==> src/rtl/trees_pkg.sv <==
// Shared definitions for the tree-ensemble stream controller and its ping-pong neighbour.
// Holds the parameter defaults, the controller state encoding and the packing helper.
package trees_pkg;

    localparam int N_TREES_DEF          = 16;
    localparam int N_NODE_AND_LEAFS_DEF = 256;
    localparam int N_FEATURE_DEF        = 32;
    localparam int MAX_BURST_DEF        = 5000;
    localparam int PRED_PER_WORD        = 8;

    typedef enum logic [2:0] {
        ST_IDLE,
        ST_LD_TREES,
        ST_LD_FEAT,
        ST_START,
        ST_RUN,
        ST_READ
    } tsc_state_t;

    // Output words needed to carry one 8-bit prediction per sample.
    function automatic int pred_words(input int burst);
        return (burst + PRED_PER_WORD - 1) / PRED_PER_WORD;
    endfunction

endpackage

==> src/rtl/trees_stream_ctrl.sv <==
// Job controller: loads trees and features from one input stream into the engine,
// starts it, then streams packed predictions back out.
module trees_stream_ctrl
    import trees_pkg::*;
#(
    parameter int N_TREES          = N_TREES_DEF,
    parameter int N_NODE_AND_LEAFS = N_NODE_AND_LEAFS_DEF,
    parameter int N_FEATURE        = N_FEATURE_DEF,
    parameter int MAX_BURST        = MAX_BURST_DEF
) (
    input  logic                                   clk,
    input  logic                                   rst_n,
    input  logic                                   cfg_valid,
    output logic                                   cfg_ready,
    input  logic                                   cfg_trees,
    input  logic [$clog2(MAX_BURST)-1:0]           cfg_burst_len,
    input  logic                                   in_valid,
    output logic                                   in_ready,
    input  logic [63:0]                            in_data,
    output logic                                   out_valid,
    input  logic                                   out_ready,
    output logic [63:0]                            out_data,
    output logic                                   load_trees,
    output logic [$clog2(N_NODE_AND_LEAFS)-1:0]    n_node,
    output logic [$clog2(N_TREES)-1:0]             n_tree,
    output logic [63:0]                            tree_nodes,
    output logic                                   load_features,
    output logic [$clog2(MAX_BURST*N_FEATURE)-1:0] feature_addr,
    output logic [63:0]                            features2,
    output logic [$clog2(MAX_BURST)-1:0]           burst_len,
    output logic                                   start,
    input  logic                                   done,
    input  logic [63:0]                            prediction,
    output logic [$clog2(MAX_BURST)-1:0]           prediction_addr,
    output logic                                   busy,
    output logic                                   job_done,
    output logic                                   cfg_err
);

    localparam int NODE_W  = $clog2(N_NODE_AND_LEAFS);
    localparam int TREE_W  = $clog2(N_TREES);
    localparam int BURST_W = $clog2(MAX_BURST);
    localparam int FADDR_W = $clog2(MAX_BURST * N_FEATURE);
    localparam int TCNT_W  = $clog2(N_TREES + 1);
    localparam int FCNT_W  = $clog2(MAX_BURST * N_FEATURE / 2 + 1);
    localparam int RCNT_W  = $clog2(pred_words(MAX_BURST) + 1);

    localparam logic [BURST_W-1:0] MAX_B     = BURST_W'(MAX_BURST);
    localparam logic [NODE_W-1:0]  NODE_LAST = NODE_W'(N_NODE_AND_LEAFS - 1);
    localparam logic [TCNT_W-1:0]  TREE_LAST = TCNT_W'(N_TREES - 1);

    tsc_state_t          r_state, w_state_nxt;
    logic [BURST_W-1:0]  r_burst_len;
    logic [NODE_W-1:0]   r_node_cnt;
    logic [TCNT_W-1:0]   r_tree_cnt;
    logic [FCNT_W-1:0]   r_feat_cnt;
    logic [RCNT_W-1:0]   r_rd_cnt;
    logic                r_load_trees, r_load_features, r_job_done, r_cfg_err;
    logic [NODE_W-1:0]   r_n_node;
    logic [TREE_W-1:0]   r_n_tree;
    logic [63:0]         r_tree_nodes, r_features2;
    logic [FADDR_W-1:0]  r_feature_addr;

    logic                w_beat, w_cfg_bad, w_tree_last, w_feat_last, w_rd_last;
    logic [FCNT_W-1:0]   w_feat_total;
    logic [RCNT_W-1:0]   w_rd_total;

    assign w_feat_total = FCNT_W'(int'(r_burst_len) * (N_FEATURE / 2));
    assign w_rd_total   = RCNT_W'(pred_words(int'(r_burst_len)));

    assign w_beat      = in_valid & in_ready;
    assign w_cfg_bad   = cfg_burst_len > MAX_B;
    assign w_tree_last = (r_node_cnt == NODE_LAST) && (r_tree_cnt == TREE_LAST);
    assign w_feat_last = (r_feat_cnt == w_feat_total - 1'b1);
    assign w_rd_last   = (r_rd_cnt == w_rd_total - 1'b1);

    // State-derived strobes stay combinational so an async reset clears them at once.
    assign cfg_ready       = (r_state == ST_IDLE);
    assign busy            = (r_state != ST_IDLE);
    assign in_ready        = (r_state == ST_LD_TREES) || (r_state == ST_LD_FEAT);
    assign start           = (r_state == ST_START);
    assign out_valid       = (r_state == ST_READ);
    assign out_data        = out_valid ? prediction : 64'd0;
    assign prediction_addr = BURST_W'(r_rd_cnt);

    assign load_trees    = r_load_trees;
    assign n_node        = r_n_node;
    assign n_tree        = r_n_tree;
    assign tree_nodes    = r_tree_nodes;
    assign load_features = r_load_features;
    assign feature_addr  = r_feature_addr;
    assign features2     = r_features2;
    assign burst_len     = r_burst_len;
    assign job_done      = r_job_done;
    assign cfg_err       = r_cfg_err;

    // NOTE: state register uses non-blocking assignment so every flop samples pre-edge values.
    always_ff @(posedge clk or negedge rst_n) begin
        if (!rst_n) r_state <= ST_IDLE;
        else        r_state <= w_state_nxt;
    end

    // NOTE: next state defaults to the current state first, so no path leaves it unassigned (no latch).
    always_comb begin
        w_state_nxt = r_state;
        case (r_state)
            ST_IDLE: begin
                if (cfg_valid && !w_cfg_bad) begin
                    if (cfg_trees)               w_state_nxt = ST_LD_TREES;
                    else if (cfg_burst_len != 0) w_state_nxt = ST_LD_FEAT;
                end
            end
            ST_LD_TREES: begin
                if (w_beat && w_tree_last)
                    w_state_nxt = (r_burst_len == 0) ? ST_IDLE : ST_LD_FEAT;
            end
            ST_LD_FEAT:  if (w_beat && w_feat_last) w_state_nxt = ST_START;
            ST_START:    w_state_nxt = ST_RUN;
            ST_RUN:      if (done) w_state_nxt = ST_READ;
            ST_READ:     if (out_ready && w_rd_last) w_state_nxt = ST_IDLE;
            default:     w_state_nxt = ST_IDLE;
        endcase
    end

    // NOTE: only control flops and captured outputs exist here; there is no memory needing reset.
    always_ff @(posedge clk or negedge rst_n) begin
        if (!rst_n) begin
            r_burst_len     <= '0;
            r_node_cnt      <= '0;
            r_tree_cnt      <= '0;
            r_feat_cnt      <= '0;
            r_rd_cnt        <= '0;
            r_load_trees    <= 1'b0;
            r_load_features <= 1'b0;
            r_job_done      <= 1'b0;
            r_cfg_err       <= 1'b0;
            r_n_node        <= '0;
            r_n_tree        <= '0;
            r_tree_nodes    <= '0;
            r_features2     <= '0;
            r_feature_addr  <= '0;
        end else begin
            r_load_trees    <= 1'b0;
            r_load_features <= 1'b0;
            r_job_done      <= 1'b0;
            r_cfg_err       <= 1'b0;
            case (r_state)
                ST_IDLE: begin
                    if (cfg_valid) begin
                        if (w_cfg_bad) begin
                            r_cfg_err <= 1'b1;
                        end else begin
                            r_burst_len <= cfg_burst_len;
                            r_node_cnt  <= '0;
                            r_tree_cnt  <= '0;
                            r_feat_cnt  <= '0;
                            r_rd_cnt    <= '0;
                            // An empty job with no tree reload finishes without leaving IDLE.
                            if (!cfg_trees && cfg_burst_len == 0) r_job_done <= 1'b1;
                        end
                    end
                end
                ST_LD_TREES: begin
                    if (w_beat) begin
                        r_load_trees <= 1'b1;
                        r_tree_nodes <= in_data;
                        r_n_node     <= r_node_cnt;
                        r_n_tree     <= r_tree_cnt[TREE_W-1:0];
                        if (r_node_cnt == NODE_LAST) begin
                            r_node_cnt <= '0;
                            r_tree_cnt <= r_tree_cnt + 1'b1;
                        end else begin
                            r_node_cnt <= r_node_cnt + 1'b1;
                        end
                        if (w_tree_last && r_burst_len == 0) r_job_done <= 1'b1;
                    end
                end
                ST_LD_FEAT: begin
                    if (w_beat) begin
                        r_load_features <= 1'b1;
                        r_features2     <= in_data;
                        r_feature_addr  <= FADDR_W'(r_feat_cnt);
                        r_feat_cnt      <= r_feat_cnt + 1'b1;
                    end
                end
                ST_READ: begin
                    if (out_ready) begin
                        r_rd_cnt <= r_rd_cnt + 1'b1;
                        if (w_rd_last) r_job_done <= 1'b1;
                    end
                end
                default: ;
            endcase
        end
    end

endmodule

==> config.mk <==
export PLATFORM = sky130hd
export DESIGN_NAME = trees_stream_ctrl
export DESIGN_NICKNAME = d
export VERILOG_FILES = /design/src/rtl/trees_pkg.sv /design/src/rtl/trees_stream_ctrl.sv
export SDC_FILE = /design/constraint.sdc
export NUM_CORES = 1
export LEC_CHECK = 0
export CORE_MARGIN = 2
export CORE_UTILIZATION = 44
export CTS_BUF_LIST = sky130_fd_sc_hd__clkbuf_16
export DETAILED_ROUTE_END_ITERATION = 16
export GPL_ROUTABILITY_DRIVEN = 0
export PLACE_DENSITY = 0.83
export SYNTH_ARGS = -nofsm -noshare
export SYNTH_HDL_FRONTEND = slang
export SYNTH_SLANG_ARGS = --single-unit
==> constraint.sdc <==
create_clock -name clk -period 3.02 [get_ports clk]
set_input_delay 0.604 -clock clk [delete_from_list [all_inputs] [get_ports clk]]
set_output_delay 0.604 -clock clk [all_outputs]
set_load 0.05 [all_outputs]
==> summary.md, run 1 <==
| Metric | Value |
|---|---|
| Pre-CTS WS | between 0.08 and 0.09 ns |
| Critical-path cell list | buf_4, nand2_1, nor2_1, clkdlybuf4s50_1 |
| CP Launch Type | register |
| Critical path type | register to primary output |
| Final setup fails | 0 |
| Die area | roughly 25,000 um2 |
| Placed cell count | 1,729 |
| Comb pwr share | 50.0% |
| DRC violation total after the first TritonRoute iteration | slightly below 500 |
| Drt total wl | around 34 mm |
| Crit. End Element | primary output |
| Vias | ~9,300 |
| Nets | 1,598 |
| FFs w/ async S/R, synth | 100% |
| Pwr dens | a little over 800 nW/um2 |
| Setup_tns | 0 ns |
| Num CTS Buffers | 24 |
| Post-synthesis register bit count | roughly 220 |
| Synthesized cell area | between 10,000 and 15,000 um2 |
| FILL cells | between 1,500 and 2,000 |
| Initial Util | between 40 and 50% |
| Sequential area share after synthesis | a little over half |
| Relative slew margins | between 30% and 40% |
| Clk_lat worst skew | between 0.5 and 0.6 ns |
| I/O pin cnt | between 400 and 500 |
| Net Sw Frac | roughly 45% |
| Hold crit path type | primary input to asynchronous set/reset pin |
| Delay-heaviest family, CP | buffers and inverters |
| Post-DRT Antenna Nets | 0 |
| Global-route wire length before repair | between 50 and 60 mm |
| Initial antenna violation count | 2 |
| Int Pwr | approximately 7 mW |
| Fin area | 15,400 um2 |
| Layout area overhead | 50.1% |
| Slowest cell delay on critical path | approximately 0.86 ns |
| Worst reg2reg path depth | 13 |
| Post-synth EDFFs | 0 |
| Fin util | about two thirds |
| Hold WS | 0.0668 ns |
| Standard-cell rows | between 50 and 60 |
| Final worst path period share | 94.2% |
| Max Fclk | ~0.35 GHz |
| Period minus WS final | between 2 and 3 ns |
| Worst vdd ir | between 0.6 and 0.7 mV |
| H-tree depth | 1 |
| RSZ-0062 raised after global routing | false |
| Post-Synthesis Cells | between 1,000 and 1,500 |
| Core area | 22,800 um2 |
| Buf+Inv Stages, Crit Path | 2 |
| Max Root-Sink Buffers | 3 |
| Vias in the first global route | between 9,000 and 10,000 |
| Clk sinks | between 200 and 250 |
| Worst-Margin Slew | 0.954 ns |
| Setup ws final | between 0.15 and 0.2 ns |
| DRC Markers | 0 |
| Ys flop type | dfrtp_1 |
| Overflow after GRT | 0 |
| Power share of the clock group | just over 20% |
| Overall die height | about 160 um |
| Max_cap viols | 0 |
| Most common cell after layout, fill and taps aside | clkdlybuf4s50_1 |
| Crit path depth | 4 |
| Distinct cells, synth | between 60 and 70 |
| YS warnings | 0 |
| Arr. time, crit path | 2.24 ns |
| Slew Limit Fails | 0 |
| Crit Path Max Fanout | 10 |
| DP Wirelength | approximately 25 mm |
| Pin count of the biggest net entering global routing | slightly below 90 |
| Input/output buffers | 400 |
| TritonCTS clock tree | built |
| Avg WL per Cell | ~19 um |
| Commonest cells after routing, fill and taps aside | 332 x clkdlybuf4s50_1, 299 x nand2_1, 216 x dfrtp_1 |
| Flop pwr share | between 20% and 30% |
| Placed Area | ~15,000 um2 |
| Fraction of layout cells with a size suffix above 1 | roughly 13% |
| Clk slew on worst S/H paths | 0.06 ns |
| Leakage | 7.64 nW |
| Status | finished clean |
| Pre-antenna DRT Iters | 5 |
| Hold-fix buffers at CTS | 0 |
| Clock skew | 0.0187 ns |
| Via/cell ratio | 5.23 |
| Mean Syn Cell Area | approximately 10 um2 |
| CP required | ~2.4 ns |
| Switching pwr | about 5.7 mW |
| GRT Overall Usage | 26.9% |
| Fin cells | 1,771 |
| Overall Power | ~13 mW |
| Chip width | about 160 um |
| Worst path slowest cell | clkdlybuf4s50_1 |
| Root Buffer | clkbuf_16 |
| Hold Violations, Final | 0 |
==> power groups by stage <==
stage / sequential [mW] / combinational (mW) / clock, mW
finish: 3.74 / 6.37 / 2.61
global route: 3.80 / 6.64 / 2.80
CTS: 3.74 / 6.39 / 2.67
detailed placement: 3.78 / 6.46 / 0
global placement: 3.76 / 6.39 / 0
floorplan: 5.08 / 2.85 / 0
==> final timing paths <==
path / startpoint / to / slack (ns)
setup / recovery: r_state[0]$_DFFE_PN0P_ / start / 0.18
hold / removal: rst_n / tree_nodes[36]$_DFFE_PN0P_ / 0.07
setup reg to reg: burst_len[1]$_DFFE_PN0P_ / r_state[2]$_DFFE_PN0P_ / 0.22
hold reg to reg: features2[7]$_DFFE_PN0P_ / features2[7]$_DFFE_PN0P_ / 0.47
max in group asynchronous: rst_n / n_node[1]$_DFFE_PN0P_ / 2.05
min in group clk: features2[7]$_DFFE_PN0P_ / features2[7]$_DFFE_PN0P_ / 0.47
==> state kept, by name (all words and copies together) (netlist names) <==
signal	count
job_done	1
cfg_err	1
burst_len	13
features2	64
r_state	3
r_tree_cnt	5
n_node	8
r_node_cnt	8
feature_addr	17
r_feat_cnt	17
r_rd_cnt	10
load_trees	1
tree_nodes	64
n_tree	4
load_features	1
==> final cells by class <==
type                       instances  area [um2]  area share (%)
clock buffer                      25         626            4.06
timing repair buffer             433        4290            27.8
antenna                            2        5.00          0.0325
clock inverter                    15        65.1           0.423
inverter                          19        71.3           0.463
tap                              313         392            2.54
multi-input combinational        747        4520            29.4
sequential                       217        5430            35.3
==> logic make-up after synthesis <==
| group | Yosys count | share of synthesized area [%] |
|---|---|---|
| XOR/XNOR | 57 | 5.00 |
| AND/OR/NAND/NOR | 507 | 22.9 |
| adder cells (fa/ha/maj) | 8 | 0.976 |
| AO/OA/AOI/OAI | 90 | 5.83 |
| multiplexers | 81 | 8.84 |
| flip-flops | 217 | 52.9 |
| buffers and inverters | 86 | 3.54 |
| other | 1 | 0.0366 |
==> synth_stat cells (all sizes together), types with 5 or more instances <==
master,count,area (um2)
a21oi,16,80.1
and3,80,505
nand3,16,90.1
buf,22,121
nor2,39,146
inv,19,71.3
nor2b,6,37.5
xor2,25,219
nor3,8,50.1
nand4,16,100
or2,5,31.3
or3,12,75.1
xnor2,31,272
o21ai,36,180
clkbuf,45,170
dfrtp,217,5430
mux2,77,867
nand2,302,1140
o31ai,5,42.5
ha,8,100
nor4,9,62.6
==> metal layers <==
layer / share of wire (%) / track usage [%]
met1: 36 / 29.4
met2: 52 / 49.2
met3: 9.4 / 8.89
met4: 2.8 / 8.17
met5: 0 / 0
==> timing repair <==
action	CTS	global route
buffers inserted	0	0
gates resized for setup	23	28
setup endpoints to repair	23	27
(Power assumes the default switching activity.)
==> inputs of run 2 (changes only) <==
CTS_CLUSTER_SIZE = 8   (was not set)
==> run 2 against run 1 <==
  * Largest cell class unchanged
  * Register-to-register slack is essentially flat
  * Cell area grew 0.16%
  * Non-clock buffer count is the same
  * Sequential share of layout area shrank 0.057 points
  * Die area is the same
  * Maximum frequency shrank 1.2%
  * Routed wire length grew 1.4%
  * Worst hold slack lost 0.013 ns
==> summary.md, run 2 (synthesis gave the netlist of run 1 again) <==
| Metric | Value |
|---|---|
| Fraction of layout cells with a size suffix above 1 | roughly an eighth |
| Fin cells | between 1,500 and 2,000 |
| Initial Util | approximately 45% |
| Arr. time, crit path | ~2.3 ns |
| Power share of the clock group | between 20% and 30% |
| H-tree depth | 1 |
| Placed cell count | between 1,500 and 2,000 |
| Clk_lat worst skew | about 0.54 ns |
| Standard-cell rows | 55 |
| Num CTS Buffers | 31 |
| Status | finished clean |
| Via/cell ratio | around 5.3 |
| Root Buffer | clkbuf_16 |
| Overall die height | approximately 160 um |
| Worst reg2reg setup slack | about 0.23 ns |
| Leakage | about 7.4 nW |
| Vias | 9,310 |
| Crit Reg-Reg Startpoint | burst_len[1]$_DFFE_PN0P_ |
| Period minus WS final | around 2.9 ns |
| Setup ws final | roughly 0.14 ns |
| Global-route wire length before repair | between 50 and 60 mm |
| CP required | ~2.4 ns |
| Worst-Margin Slew | 0.962 ns |
| Final worst path period share | 95.3% |
| Crit Path Max Fanout | 8 |
| I/O pin cnt | between 400 and 500 |
| Vias in the first global route | about 9,700 |
| Relative slew margins | between 30% and 40% |
| DP Wirelength | 24.9 mm |
| Overflow after GRT | 0 |
| Input/output buffers | 400 |
| Worst vdd ir | ~0.63 mV |
| Clk sinks | approximately 220 |
| Final setup fails | 0 |
| Pin count of the biggest net entering global routing | slightly below 90 |
| Flop pwr share | roughly 29% |
| Worst path slowest cell | clkdlybuf4s50_1 |
| Buf+Inv Stages, Crit Path | 1 |
| Worst reg2reg path depth | 13 |
| Hold WS | between 0.05 and 0.06 ns |
| Clock skew | just under 0.009 ns |
| Slew Limit Fails | 0 |
| Switching pwr | 5.75 mW |
| Crit path depth | 3 |
| Die area | 24,600 um2 |
| Crit Reg-Reg Endpoint | r_state[2]$_DFFE_PN0P_ |
| Chip width | around 160 um |
| Commonest cells after routing, fill and taps aside | 332 x clkdlybuf4s50_1, 299 x nand2_1, 216 x dfrtp_1 |
| Hold-fix buffers at CTS | 0 |
| Net Sw Frac | around 44% |
| Delay-heaviest family, CP | buffers and inverters |
| CP Launch Type | register |
| Post-DRT Antenna Nets | 0 |
| Slowest cell delay on critical path | 0.86 ns |
| Critical path type | register to primary output |
| DRC Markers | 0 |
| Int Pwr | just over 7 mW |
| Max_cap viols | 0 |
| Avg WL per Cell | about 19 um |
| Critical-path cell list | nand2_1, nor2_1, clkdlybuf4s50_1 |
| Pwr dens | roughly 840 nW/um2 |
| Nets | between 1,500 and 2,000 |
| Pre-antenna DRT Iters | 7 |
| Hold crit path type | primary input to asynchronous set/reset pin |
| Clk slew on worst S/H paths | ~0.050 ns |
| Most common cell after layout, fill and taps aside | clkdlybuf4s50_1 |
| Max Root-Sink Buffers | 3 |
| Max Fclk | approximately 0.35 GHz |
| Comb pwr share | 48.3% |
| Hold Violations, Final | 0 |
| Fin util | 67.7% |
| TritonCTS clock tree | built |
| GRT Overall Usage | a little over a quarter |
| DRC violation total after the first TritonRoute iteration | 545 |
| Setup_tns | 0 ns |
| Drt total wl | 34.4 mm |
| Post-CTS setup buffer count | 0 |
| Layout area overhead | 50.3% |
| Crit. End Element | primary output |
| Pre-CTS WS | between 0.08 and 0.09 ns |
| Core area | ~23,000 um2 |
| Initial antenna violation count | 3 |
run 2: final cells by class:
type / count / area (um2)
clock inverters: 4 / 25.0
flip-flops and latches: 217 / 5430
multi-input cells: 747 / 4520
fillers: 1756 / 7360
clock buffers: 31 / 776
diodes: 4 / 10.0
inverters: 19 / 71.3
repair buffers: 433 / 4200
well taps: 313 / 392
run 2: how the worst max path moves through the flow:
stage                     slack, ns                startpoint                 endpoint
after floorplan                0.05  burst_len[0]$_DFFE_PN0P_   r_state[2]$_DFFE_PN0P_
final                          0.14    r_state[1]$_DFFE_PN0P_                    start
after global routing          -0.02  burst_len[4]$_DFFE_PN0P_   r_state[2]$_DFFE_PN0P_
after global placement         0.20          cfg_burst_len[6]  r_rd_cnt[9]$_DFFE_PN0P_
after CTS                      0.07  burst_len[1]$_DFFE_PN0P_   r_state[2]$_DFFE_PN0P_
after detailed placement       0.09  burst_len[1]$_DFFE_PN0P_   r_state[2]$_DFFE_PN0P_
run 2: what timing repair did:
action	4_1_cts	5_1_grt
gates resized for setup	47	4
pin swaps	0	0
hold endpoints to repair	0	0
setup endpoints to repair	47	3
run 2: metrics by stage:
step / instance area [um2] / power, mW
after floorplan: 10300 / 7.92
after global placement: 14600 / 10.2
after detailed placement: 14600 / 10.2
after CTS: 15400 / 13.1
after global routing: 15400 / 13.6
final: 15400 / 13.0
run 2: routing by layer:
layer  wire length [um]  part of all wire (%)  track usage (%)
met4               1120                   3.3             10.6
met1              12200                    35             29.7
met3               3580                    10             9.83
met2              17600                    51             49.0
met5                  0                     0                0
run 2: power by group through the flow:
stage / sequential (mW) / clock (mW) / combinational (mW)
final: 3.75 / 2.98 / 6.28
after global routing: 3.80 / 3.18 / 6.57
after CTS: 3.74 / 3.04 / 6.29
after detailed placement: 3.78 / 0 / 6.46
after global placement: 3.76 / 0 / 6.39
after floorplan: 5.08 / 0 / 2.85
==> inputs of run 3 (changes only) <==
SETUP_SLACK_MARGIN = 0.2   (was not set)
clock period = 3.3 ns   (was 3.02 ns; I/O delays follow)
==> run 3 against run 2 <==
  * Global-route usage is 0.63 points lower
  * Critical path depth is 1 higher
  * Final cell count is 0.79% lower
  * Via count is 1.4% lower
  * Setup slack better by 0.14 ns
  * Power is 9.2% lower
  * Register-to-register slack better by 0.21 ns
  * Combinational power is 10% lower
  * Clock power is 9.1% lower
  * First-iteration DRC count is 15% lower
  * Critical path type unchanged
  * Largest power group unchanged
==> summary.md, run 3 (synthesis gave the netlist of run 1 again) <==
| Metric | Value |
|---|---|
| Overflow after GRT | 0 |
| Global-route wire length before repair | 51.6 mm |
| Crit Path Max Fanout | 34 |
| Initial antenna violation count | 0 |
| Comb pwr share | between 40% and 50% |
| DP Wirelength | 24.7 mm |
| Diode count | 0 |
| Vias in the first global route | 9,432 |
| Worst reg2reg setup slack | 0.44 ns |
| Nets | about 1,600 |
| Max Root-Sink Buffers | 3 |
| Leakage | roughly 7.4 nW |
| DRC violation total after the first TritonRoute iteration | 464 |
| Vias | 9,184 |
| Buf+Inv Stages, Crit Path | 2 |
| Clk sinks | around 220 |
| Num CTS Buffers | 31 |
| Status | finished clean |
| Final setup fails | 0 |
| DRC Markers | 0 |
| Relative slew margins | 58.2% |
| Core area | about 23,000 um2 |
| Layout area overhead | 49.8% |
| Period minus WS final | a little over 3 ns |
| Slew Limit Fails | 0 |
| Die area | 24,600 um2 |
| Via/cell ratio | around 5.2 |
| RSZ-0062 raised after global routing | true |
| Pin count of the biggest net entering global routing | between 80 and 90 |
| Pre-antenna DRT Iters | 5 |
| Met2 WL post-DR | 17.6 mm |
| Critical-path cell list | nor2b_4, buf_4, and3_1, dlygate4sd2_1 |
| Worst path slowest cell | dfrtp_1 |
| Critical path type | register to primary output |
| Avg WL per Cell | between 15 and 20 um |
| Chip width | about 160 um |
| Max Fclk | around 0.33 GHz |
| Setup_tns | 0 ns |
| Crit. End Element | primary output |
| Post-DRT Antenna Nets | 0 |
| Wl on met1 | between 10 and 15 mm |
| Hold-fix buffers at CTS | 0 |
| Initial Util | a little under half |
| I/O pin cnt | 405 |
| Standard-cell rows | 55 |
| Worst vdd ir | ~0.60 mV |
| Input/output buffers | 400 |
| Multi-input gate area | roughly 4500 um2 |
| Worst-Margin Slew | between 0.6 and 0.7 ns |
| Switching pwr | 5.25 mW |
| CP Launch Type | register |
| Final worst path period share | approximately 91% |
| Clock skew | 0.0172 ns |
| Crit Reg-Reg Startpoint | burst_len[0]$_DFFE_PN0P_ |
| Root Buffer | clkbuf_16 |
| Crit Reg-Reg Endpoint | r_state[2]$_DFFE_PN0P_ |
| Clk slew on worst S/H paths | around 0.050 ns |
| Slowest cell delay on critical path | roughly 0.57 ns |
| CP required | between 2 and 3 ns |
| Fin cells | approximately 1,800 |
| Flop pwr share | 29.3% |
| Int Pwr | 6.57 mW |
| H-tree depth | 1 |
| Hold crit path type | primary input to asynchronous set/reset pin |
| Commonest cells after routing, fill and taps aside | 333 x clkdlybuf4s50_1, 299 x nand2_1, 214 x dfrtp_1 |
| Drt total wl | between 30 and 40 mm |
| WL met3 | between 3 and 4 mm |
| Power share of the clock group | between 20% and 30% |
| Worst reg2reg path depth | 13 |
| Pwr dens | slightly below 800 nW/um2 |
| Fraction of layout cells with a size suffix above 1 | a little under an eighth |
| FILL cells | approximately 1,700 |
| Overall die height | 157 um |
| Hold Violations, Final | 0 |
| Arr. time, crit path | about 2.4 ns |
| Clk_lat worst skew | roughly 0.54 ns |
| GRT Overall Usage | 26.8% |
| Max_cap viols | 0 |
| Top Layer Used | met4 |
| FF+latch area | 5430 um2 |
| TritonCTS clock tree | built |
| Net Sw Frac | roughly 44% |
| Most common cell after layout, fill and taps aside | clkdlybuf4s50_1 |
| Delay-heaviest family, CP | buffers and inverters |
| Placed cell count | 1,719 |
-- run 3: changes by cell type in the layout (fill, tap and decap cells not counted), moves of 2 or more --
cell,previous run,this run
buf_4,49,20
clkbuf_2,0,2
clkdlybuf4s15_1,0,13
dfrtp_1,216,214
dfrtp_2,1,3
diode_2,4,0
dlygate4sd2_1,47,50
-- run 3: layout make-up --
cell class                 instances  area share (%)
inverter                          19           0.464
timing repair buffer             423            27.0
tap                              313            2.55
clock inverter                     4           0.155
clock buffer                      31            5.05
sequential                       217            35.4
multi-input combinational        747            29.4
-- run 3: worst reg2reg max path, cell delays in order (launching register included) --
cell and delay, ns:
dfrtp_1 0.44, inv_1 0.13, ha_2 0.29, nand2b_4 0.10
nand2_1 0.08, xor2_1 0.17, ha_1 0.26, xor2_1 0.20
xnor2_1 0.16, a221oi_1 0.10, nor4b_2 0.26, nand4_1 0.14
a221oi_2 0.27, o21ai_0 0.14
-- run 3: repair_timing --
action	4_1_cts	5_1_grt
setup endpoints to repair	65	18
resized for setup	65	22
buffers inserted	0	0
-- run 3: how the worst max path moves through the flow --
stage | slack [ns] | start | cells past startpoint | to
after detailed placement | 0.30 | cfg_burst_len[6] | 12 | r_rd_cnt[8]$_DFFE_PN0P_
after CTS | 0.19 | r_state[0]$_DFFE_PN0P_ | 5 | out_valid
final | 0.28 | r_state[0]$_DFFE_PN0P_ | 4 | out_data[8]
after global placement | 0.37 | cfg_burst_len[6] | 10 | r_rd_cnt[9]$_DFFE_PN0P_
after global routing | 0.15 | burst_len[0]$_DFFE_PN0P_ | 13 | r_state[2]$_DFFE_PN0P_
after floorplan | 0.33 | burst_len[0]$_DFFE_PN0P_ | 13 | r_state[2]$_DFFE_PN0P_
-- run 3: metrics by stage --
stage | setup WS (ns) | power, mW | hold slack, ns | area, um2 | util, %
floorplan | 0.328 | 7.25 | 0.364 | 10300 | -
global placement | 0.366 | 9.27 | 0.457 | 14600 | 64.2
detailed placement | 0.301 | 9.35 | 0.462 | 14600 | 64.2
CTS | 0.187 | 11.9 | 0.137 | 15300 | 67.3
global route | 0.153 | 12.3 | 0.157 | 15400 | 67.5
finish | 0.284 | 11.8 | 0.110 | 15400 | 67.5
-- run 3: power groups by stage --
stage | Clock (mW) | Sequential, mW | Combinational, mW
CTS | 2.78 | 3.45 | 5.64
floorplan | 0 | 4.65 | 2.60
detailed placement | 0 | 3.48 | 5.87
global route | 2.89 | 3.51 | 5.89
finish | 2.71 | 3.46 | 5.65
global placement | 0 | 3.46 | 5.81
-- run 3: routing by layer --
metal  global-route usage [%]  up-vias
li1                         -     4276
met1                     29.2     4444
met3                     9.91       60
met4                     6.90        0
met5                        0        -
met2                     49.0      404
